## src/rtl/logic_shift_unit_if.sv

```systemverilog
// Operand/result bus of the logic/shift unit: ready/valid on both the
// operand side and the result side.
interface logic_shift_unit_if #(
    parameter int In_out = 16
);
    logic [In_out-1:0] A;
    logic [In_out-1:0] B;
    logic [3:0]        ALU_FUN;
    logic              In_valid;
    logic              In_ready;
    logic              Out_valid;
    logic              Out_ready;
    logic [In_out-1:0] Logic_OUT;
    logic              Logic_Flag;
    logic              Zero_Flag;

    // Side that issues operations and consumes results.
    modport master (
        output A, B, ALU_FUN, In_valid, Out_ready,
        input  In_ready, Out_valid, Logic_OUT, Logic_Flag, Zero_Flag
    );

    // The unit itself.
    modport slave (
        input  A, B, ALU_FUN, In_valid, Out_ready,
        output In_ready, Out_valid, Logic_OUT, Logic_Flag, Zero_Flag
    );
endinterface

```

## src/rtl/logic_shift_unit.sv

```systemverilog
// Two-stage pipelined logic/shift unit.
// S1 registers the operands and opcode; S2 registers the result and flags.
// Each stage has its own valid bit and advances when the stage after it is
// empty or is being drained in the same cycle, so a full pipeline streams
// one operation per cycle without bubbles.
module logic_shift_unit #(
    parameter int In_out = 16,
    parameter int SH_W   = $clog2(In_out)
) (
    input logic              CLK,
    input logic              RST,
    logic_shift_unit_if.slave bus
);

    typedef enum logic [2:0] {
        OP_AND  = 3'b000,
        OP_OR   = 3'b001,
        OP_NAND = 3'b010,
        OP_NOR  = 3'b011,
        OP_XOR  = 3'b100,
        OP_XNOR = 3'b101,
        OP_SHL  = 3'b110,
        OP_SHR  = 3'b111
    } op_e;

    // Stage 1: operands and opcode
    logic              s1_valid_q, s1_valid_d;
    logic [In_out-1:0] a_q, a_d;
    logic [In_out-1:0] b_q, b_d;
    logic [3:0]        fun_q, fun_d;

    // Stage 2: result and zero flag
    logic              s2_valid_q, s2_valid_d;
    logic [In_out-1:0] res_q, res_d;
    logic              zero_q, zero_d;

    // Handshake
    logic s2_drain;
    logic s1_adv;
    logic in_ready;
    logic accept;

    // Datapath
    op_e                 op;
    logic [SH_W-1:0]     sh_amt;
    logic                sh_over;
    logic [2*In_out-1:0] dbl_l;
    logic [2*In_out-1:0] dbl_r;
    logic [In_out-1:0]   result;

    // Stage-advance conditions; In_ready depends on Out_ready only, never on In_valid.
    always_comb begin
        s2_drain = s2_valid_q & bus.Out_ready;
        s1_adv   = s1_valid_q & (~s2_valid_q | bus.Out_ready);
        in_ready = ~s1_valid_q | s1_adv;
        accept   = bus.In_valid & in_ready;
    end

    // Compute the result of the operation currently held in S1.
    always_comb begin
        // NOTE: every signal gets a default before the case, so no path can leave one unassigned and infer a latch.
        result  = '0;
        op      = op_e'(fun_q[2:0]);
        sh_amt  = b_q[SH_W-1:0];
        // Any set bit above the rotate field means the shift distance is >= In_out.
        sh_over = |b_q[In_out-1:SH_W];
        // Rotates use a doubled operand so the wrap-around bits fall out of one shift.
        dbl_l   = {a_q, a_q} << sh_amt;
        dbl_r   = {a_q, a_q} >> sh_amt;
        unique case (op)
            OP_AND:  result = a_q & b_q;
            OP_OR:   result = a_q | b_q;
            OP_NAND: result = ~(a_q & b_q);
            OP_NOR:  result = ~(a_q | b_q);
            OP_XOR:  result = a_q ^ b_q;
            OP_XNOR: result = ~(a_q ^ b_q);
            OP_SHL: begin
                if (fun_q[3])     result = dbl_l[2*In_out-1:In_out];
                else if (sh_over) result = '0;
                else              result = a_q << sh_amt;
            end
            OP_SHR: begin
                if (fun_q[3])     result = dbl_r[In_out-1:0];
                else if (sh_over) result = '0;
                else              result = a_q >> sh_amt;
            end
        endcase
    end

    // Next-state for both pipeline stages.
    always_comb begin
        a_d        = a_q;
        b_d        = b_q;
        fun_d      = fun_q;
        res_d      = res_q;
        zero_d     = zero_q;
        s1_valid_d = s1_valid_q;
        s2_valid_d = s2_valid_q;

        // S1 refills on acceptance, otherwise empties when it hands off.
        if (accept) begin
            a_d        = bus.A;
            b_d        = bus.B;
            fun_d      = bus.ALU_FUN;
            s1_valid_d = 1'b1;
        end else if (s1_adv) begin
            s1_valid_d = 1'b0;
        end

        // S2 refills from S1, otherwise empties when drained downstream.
        if (s1_adv) begin
            res_d      = result;
            zero_d     = (result == '0);
            s2_valid_d = 1'b1;
        end else if (s2_drain) begin
            s2_valid_d = 1'b0;
        end
    end

    // Pipeline registers with asynchronous clear.
    always_ff @(posedge CLK or negedge RST) begin
        if (!RST) begin
            // NOTE: the data registers are cleared as well as the valid bits, so no stale operand or result survives a reset.
            s1_valid_q <= 1'b0;
            a_q        <= '0;
            b_q        <= '0;
            fun_q      <= '0;
            s2_valid_q <= 1'b0;
            res_q      <= '0;
            zero_q     <= 1'b0;
        end else begin
            // NOTE: non-blocking assignments, so every register samples the pre-edge values of the others.
            s1_valid_q <= s1_valid_d;
            a_q        <= a_d;
            b_q        <= b_d;
            fun_q      <= fun_d;
            s2_valid_q <= s2_valid_d;
            res_q      <= res_d;
            zero_q     <= zero_d;
        end
    end

    // Outputs are forced to zero whenever no valid result is presented.
    assign bus.In_ready   = in_ready;
    assign bus.Out_valid  = s2_valid_q;
    assign bus.Logic_Flag = s2_valid_q;
    assign bus.Logic_OUT  = s2_valid_q ? res_q : '0;
    assign bus.Zero_Flag  = s2_valid_q & zero_q;

endmodule

```

## src/flat_wrapper.sv

```systemverilog
// flat-port wrapper written by rule: the top's interface ports become plain ports
module logic_shift_unit_flat 
#(
    parameter int In_out = 16,
    parameter int SH_W   = $clog2(In_out)
)
  (CLK, RST, bus_A, bus_B, bus_ALU_FUN, bus_In_valid, bus_Out_ready, bus_In_ready, bus_Out_valid, bus_Logic_OUT, bus_Logic_Flag, bus_Zero_Flag);
  logic_shift_unit_if #(.In_out(In_out)) bus_i ();
  input logic CLK;
  input logic RST;
  input wire logic [$bits(bus_i.A)-1:0] bus_A;
  input wire logic [$bits(bus_i.B)-1:0] bus_B;
  input wire logic [$bits(bus_i.ALU_FUN)-1:0] bus_ALU_FUN;
  input wire logic [$bits(bus_i.In_valid)-1:0] bus_In_valid;
  input wire logic [$bits(bus_i.Out_ready)-1:0] bus_Out_ready;
  output wire logic [$bits(bus_i.In_ready)-1:0] bus_In_ready;
  output wire logic [$bits(bus_i.Out_valid)-1:0] bus_Out_valid;
  output wire logic [$bits(bus_i.Logic_OUT)-1:0] bus_Logic_OUT;
  output wire logic [$bits(bus_i.Logic_Flag)-1:0] bus_Logic_Flag;
  output wire logic [$bits(bus_i.Zero_Flag)-1:0] bus_Zero_Flag;
  assign bus_i.A = bus_A;
  assign bus_i.B = bus_B;
  assign bus_i.ALU_FUN = bus_ALU_FUN;
  assign bus_i.In_valid = bus_In_valid;
  assign bus_i.Out_ready = bus_Out_ready;
  assign bus_In_ready = bus_i.In_ready;
  assign bus_Out_valid = bus_i.Out_valid;
  assign bus_Logic_OUT = bus_i.Logic_OUT;
  assign bus_Logic_Flag = bus_i.Logic_Flag;
  assign bus_Zero_Flag = bus_i.Zero_Flag;
  logic_shift_unit #(.In_out(In_out), .SH_W(SH_W)) u_core (.CLK(CLK), .RST(RST), .bus(bus_i));
endmodule
```

## config.mk

```make
export PLATFORM = sky130hd
export DESIGN_NAME = logic_shift_unit_flat
export DESIGN_NICKNAME = d
export VERILOG_FILES = /design/src/rtl/logic_shift_unit_if.sv /design/src/rtl/logic_shift_unit.sv /design/src/flat_wrapper.sv
export SDC_FILE = /design/constraint.sdc
export NUM_CORES = 1
export LEC_CHECK = 0
export ABC_CLOCK_PERIOD_IN_PS = 9100
export CAP_MARGIN = 0
export CORE_MARGIN = 5
export CORE_UTILIZATION = 50
export DETAILED_ROUTE_END_ITERATION = 6
export PLACE_DENSITY_LB_ADDON = 0.05
export SETUP_SLACK_MARGIN = 0.05
export SLEW_MARGIN = 20
export SYNTH_ARGS = -nofsm -noshare
export SYNTH_HDL_FRONTEND = slang
export SYNTH_SLANG_ARGS = --single-unit
```

## constraint.sdc

```tcl
create_clock -name CLK -period 9.1 [get_ports CLK]
set_input_delay 2.73 -clock CLK [delete_from_list [all_inputs] [get_ports CLK]]
set_output_delay 2.73 -clock CLK [all_outputs]
set_load 0.03 [all_outputs]
```

==> impl_results.md <==
* Result of the run: complete, no violations
* Capture point of the worst path: bus_In_ready
* Placer's final routability congestion estimate at slightly above 1
* Netlist area before placement at 6130 sq um
* # H-tree levels at 2
* Total number of yosys warnings at 0
* Top-Level Pins at 60
* Sequential share of power at between 20 and 30%
* Syn nets at 746
* Most frequently used flop master after synthesis: sky130_fd_sc_hd__dfrtp_1
* Clock buffers created by TritonCTS at 5
* Core region area at approximately 12000 sq um
* Ranking of synthesized cells by area: sky130_fd_sc_hd__dfrtp_1, sky130_fd_sc_hd__mux4_2, sky130_fd_sc_hd__mux2_2
* Largest area contributor in the synthesized netlist: sky130_fd_sc_hd__dfrtp_1
* Number of standard-cell rows in the floorplan at 40
* Average instance area after synthesis at about 9.1 sq um
* Worst hold path class: reg -> reg
* Clock insertion delay at the later pin of the skew report at 0.32 ns
* Largest net degree at the start of global routing at just under 70
* Standby leakage power at 0.00275 uW
* Portion of total power attributed to combinational logic at a little under three fifths
* Sort of element at the start of the critical path: input pin
* Initial standard-cell utilization of the core at 51.0%
* Via density at slightly below 7
* Routed vias at between 5000 and 6000
* Setup crit start: bus_Out_ready
* Setup repair bufs after CTS at 0
* VDD IR max at about 120 uV
* Final nets at 756
* Final Hold Slack at 0.475 ns
* Critical Path End Type: primary output
* Clk_skew at 0.0156 ns
* DR pass1 iterations at 5
* Final critical delay including setup and external delays at between 6 and 7 ns
* Final period utilization at about three quarters
* Cell-internal power at about 740 uW
* Total clock sinks at 55
* Worst r2r src: u_core.b_q[1]$_DFFE_PN0P_
* Proportion of power drawn by the clock network at between 10% and 20%
* Peak fanout along the critical path at 3
* Share of async-settable or async-resettable flops after synthesis at 100%
* Worst r2r path cells at 9
* Sw frac at a little under half
* Clock tree buffer depth at 2
* Global-route wire length before repair at between 30000 and 40000 um
* Antenna violations before repair at 0
* Count of unique library cells instantiated by Yosys at between 70 and 80
* Detailed-route wire length at roughly 20000 um
* Switching pwr at between 600 and 700 uW
* Clock transition at the registers of the reported paths at around 0.07 ns
* # Max-Cap Violations at 0
* Remaining routing DRC violations at 0
* CTS tree: built
* Register bit count reported by yosys at 55
* Total inserted antenna cells at 0
* Total congestion overflow after global routing at 0
* Worst Path Class, Setup: in -> out
* Setup total negative slack at 0 ns
* Worst-case headroom to the max-slew limit at 43.0%
* Final number of max-transition violations at 0
* Worst Path Arrival at between 4 and 5 ns
* Number of hold violations in the final report at 0
* Number of global-route vias before repair at around 5400
* Transition time of the tightest slew-check pin at 0.855 ns
* Cell with the most instances after synthesis: sky130_fd_sc_hd__dfrtp_1
* Number of endpoints failing setup at the final stage at 0
* Routed wire length per instance at between 20 and 25 um
* Clk root buf: sky130_fd_sc_hd__clkbuf_16
* GRT Util Overall at between 20% and 30%
* Routed Antenna Nets at 0
* Port Buffer Count at slightly below 60
* Sequential element share of the synthesized area at roughly 22%
* Die Height at around 120 um
* List of most frequent post-synthesis cells: sky130_fd_sc_hd__dfrtp_1, sky130_fd_sc_hd__mux2_2, sky130_fd_sc_hd__nand2_1
* Required @ worst endpoint at ~6.4 ns
* Growth of design area from synthesis to finish at 11.3%
* Width of the die at approximately 120 um
* Worst R2R End: u_core.zero_q$_DFFE_PN0P_
* Power density cells at approximately 200 nW/um^2
* Portion of synthesized cell area occupied by the leading cell type at 22.5%
* Die Area at roughly 15000 sq um
* RSZ-0062 raised after global routing: false
* Number of gates given a new drive strength after cts at 0
* Cell count after synthesis at between 600 and 700
* Worst R2R Setup Slack at 5.23 ns
* Share of cells above drive strength 1 at 15.7%
* Max Clk Rate at about 150 MHz
* Hold_buf cts at 0
* Count of flip-flops with a built-in enable after synthesis at 0
* Drt first-iter violations at 500
* Detailed placer's ending HPWL at around 15000 um
==> state kept, by name (all words and copies together) (netlist names) <==
register               flops
u_core.s1_valid_q          1
u_core.zero_q              1
u_core.bus.Logic_Flag      1
u_core.res_q              16
u_core.b_q                16
u_core.fun_q               4
u_core.a_q                16
==> area by class of cell <==
type | instances | area [sq um]
Clock inverter | 3 | 33.8
Clock buffer | 5 | 125
Timing Repair Buffer | 71 | 676
Multi-Input combinational cell | 507 | 4270
Fill cell | 1089 | 5190
Tap cell | 147 | 184
Inverter | 42 | 158
Sequential cell | 55 | 1380
==> per-layer routing <==
layer	part of all wire, %	vias up	global-route usage, %
li1	-	2537	-
met1	42	2748	39.5
met2	46	323	44.4
met3	8.8	53	4.86
met4	3.8	0	11.0
met5	0	-	0
==> how the worst min path moves through the flow <==
stage / start / end / slack (ns) / depth (start not counted)
2_1_floorplan: u_core.res_q[0]$_DFFE_PN0P_ / u_core.res_q[0]$_DFFE_PN0P_ / 0.44 / 2
4_1_cts: u_core.res_q[0]$_DFFE_PN0P_ / u_core.res_q[0]$_DFFE_PN0P_ / 0.48 / 2
3_5_place_dp: u_core.res_q[0]$_DFFE_PN0P_ / u_core.res_q[0]$_DFFE_PN0P_ / 0.46 / 2
6_report: u_core.res_q[4]$_DFFE_PN0P_ / u_core.res_q[4]$_DFFE_PN0P_ / 0.48 / 2
3_3_place_gp: u_core.res_q[10]$_DFFE_PN0P_ / u_core.res_q[10]$_DFFE_PN0P_ / 0.45 / 2
5_1_grt: u_core.res_q[6]$_DFFE_PN0P_ / u_core.res_q[6]$_DFFE_PN0P_ / 0.50 / 2
==> through the flow <==
step | total power [uW] | util (%) | worst slack [ns] | std cells | cell area [sq um]
detailed placement | 1140 | 55.5 | 2.33 | 822 | 6660
CTS | 1360 | 56.8 | 2.33 | 830 | 6820
finish | 1370 | 56.8 | 2.34 | 830 | 6820
global placement | 1130 | 55.5 | 2.35 | 822 | 6660
floorplan | 910 | - | 3.29 | 672 | 6130
global route | 1450 | 56.8 | 2.30 | 830 | 6820
==> cells in the final DEF (no fill, tap or decap), types with 4 or more instances in the layout <==
cell                               n
sky130_fd_sc_hd__nor2_1           36
sky130_fd_sc_hd__a21oi_1          15
sky130_fd_sc_hd__nand2_1          44
sky130_fd_sc_hd__nor3_1           12
sky130_fd_sc_hd__o21ai_0          41
sky130_fd_sc_hd__o22ai_1          10
sky130_fd_sc_hd__dfrtp_1          53
sky130_fd_sc_hd__o21a_1            4
sky130_fd_sc_hd__buf_4            12
sky130_fd_sc_hd__nand4_1           9
sky130_fd_sc_hd__o21bai_1          4
sky130_fd_sc_hd__a221o_1           5
sky130_fd_sc_hd__clkbuf_16         5
sky130_fd_sc_hd__a22oi_1           6
sky130_fd_sc_hd__o211ai_1          7
sky130_fd_sc_hd__a211oi_1          5
sky130_fd_sc_hd__clkdlybuf4s50_1  58
sky130_fd_sc_hd__a221oi_1         18
sky130_fd_sc_hd__o31ai_1           6
sky130_fd_sc_hd__mux2i_1          26
sky130_fd_sc_hd__inv_1            38
sky130_fd_sc_hd__or4_1             6
sky130_fd_sc_hd__nor4_1            7
sky130_fd_sc_hd__o2bb2ai_1         4
sky130_fd_sc_hd__nand2b_1         17
sky130_fd_sc_hd__and2_1           19
sky130_fd_sc_hd__mux4_1            8
sky130_fd_sc_hd__nand3_1          12
sky130_fd_sc_hd__mux2_2           46
sky130_fd_sc_hd__a31oi_1           7
sky130_fd_sc_hd__ha_1             34
sky130_fd_sc_hd__nor2b_1          12
sky130_fd_sc_hd__xnor2_1          12
sky130_fd_sc_hd__mux4_2           24
==> critical path, stage by stage <==
cell and delay, ns:
sky130_fd_sc_hd__clkdlybuf4s50_1 0.47, sky130_fd_sc_hd__nand3b_1 0.14, sky130_fd_sc_hd__clkdlybuf4s50_1 0.69
==> kinds of logic (layout without fill, tap and decap cells) <==
| family | Yosys count | after routing | synth area share [%] |
|---|---|---|---|
| and+or+nand+nor | 195 | 195 | 16.9 |
| adders and majority gates | 34 | 34 | 6.94 |
| muxes | 105 | 105 | 25.2 |
| DFF | 55 | 55 | 22.5 |
| xor gates and xnor gates | 12 | 12 | 1.72 |
| AOI/OAI and AO/OA | 161 | 161 | 18.9 |
| buffers and inverters | 110 | 121 | 7.90 |
==> power by group through the flow <==
stage / registers, uW / logic (uW) / clock network [uW]
CTS: 379 / 763 / 218
finish: 381 / 773 / 213
global placement: 380 / 751 / 0
global route: 389 / 832 / 229
floorplan: 330 / 580 / 0
detailed placement: 384 / 760 / 0
Note: power is estimated with default switching activity, not from simulation.
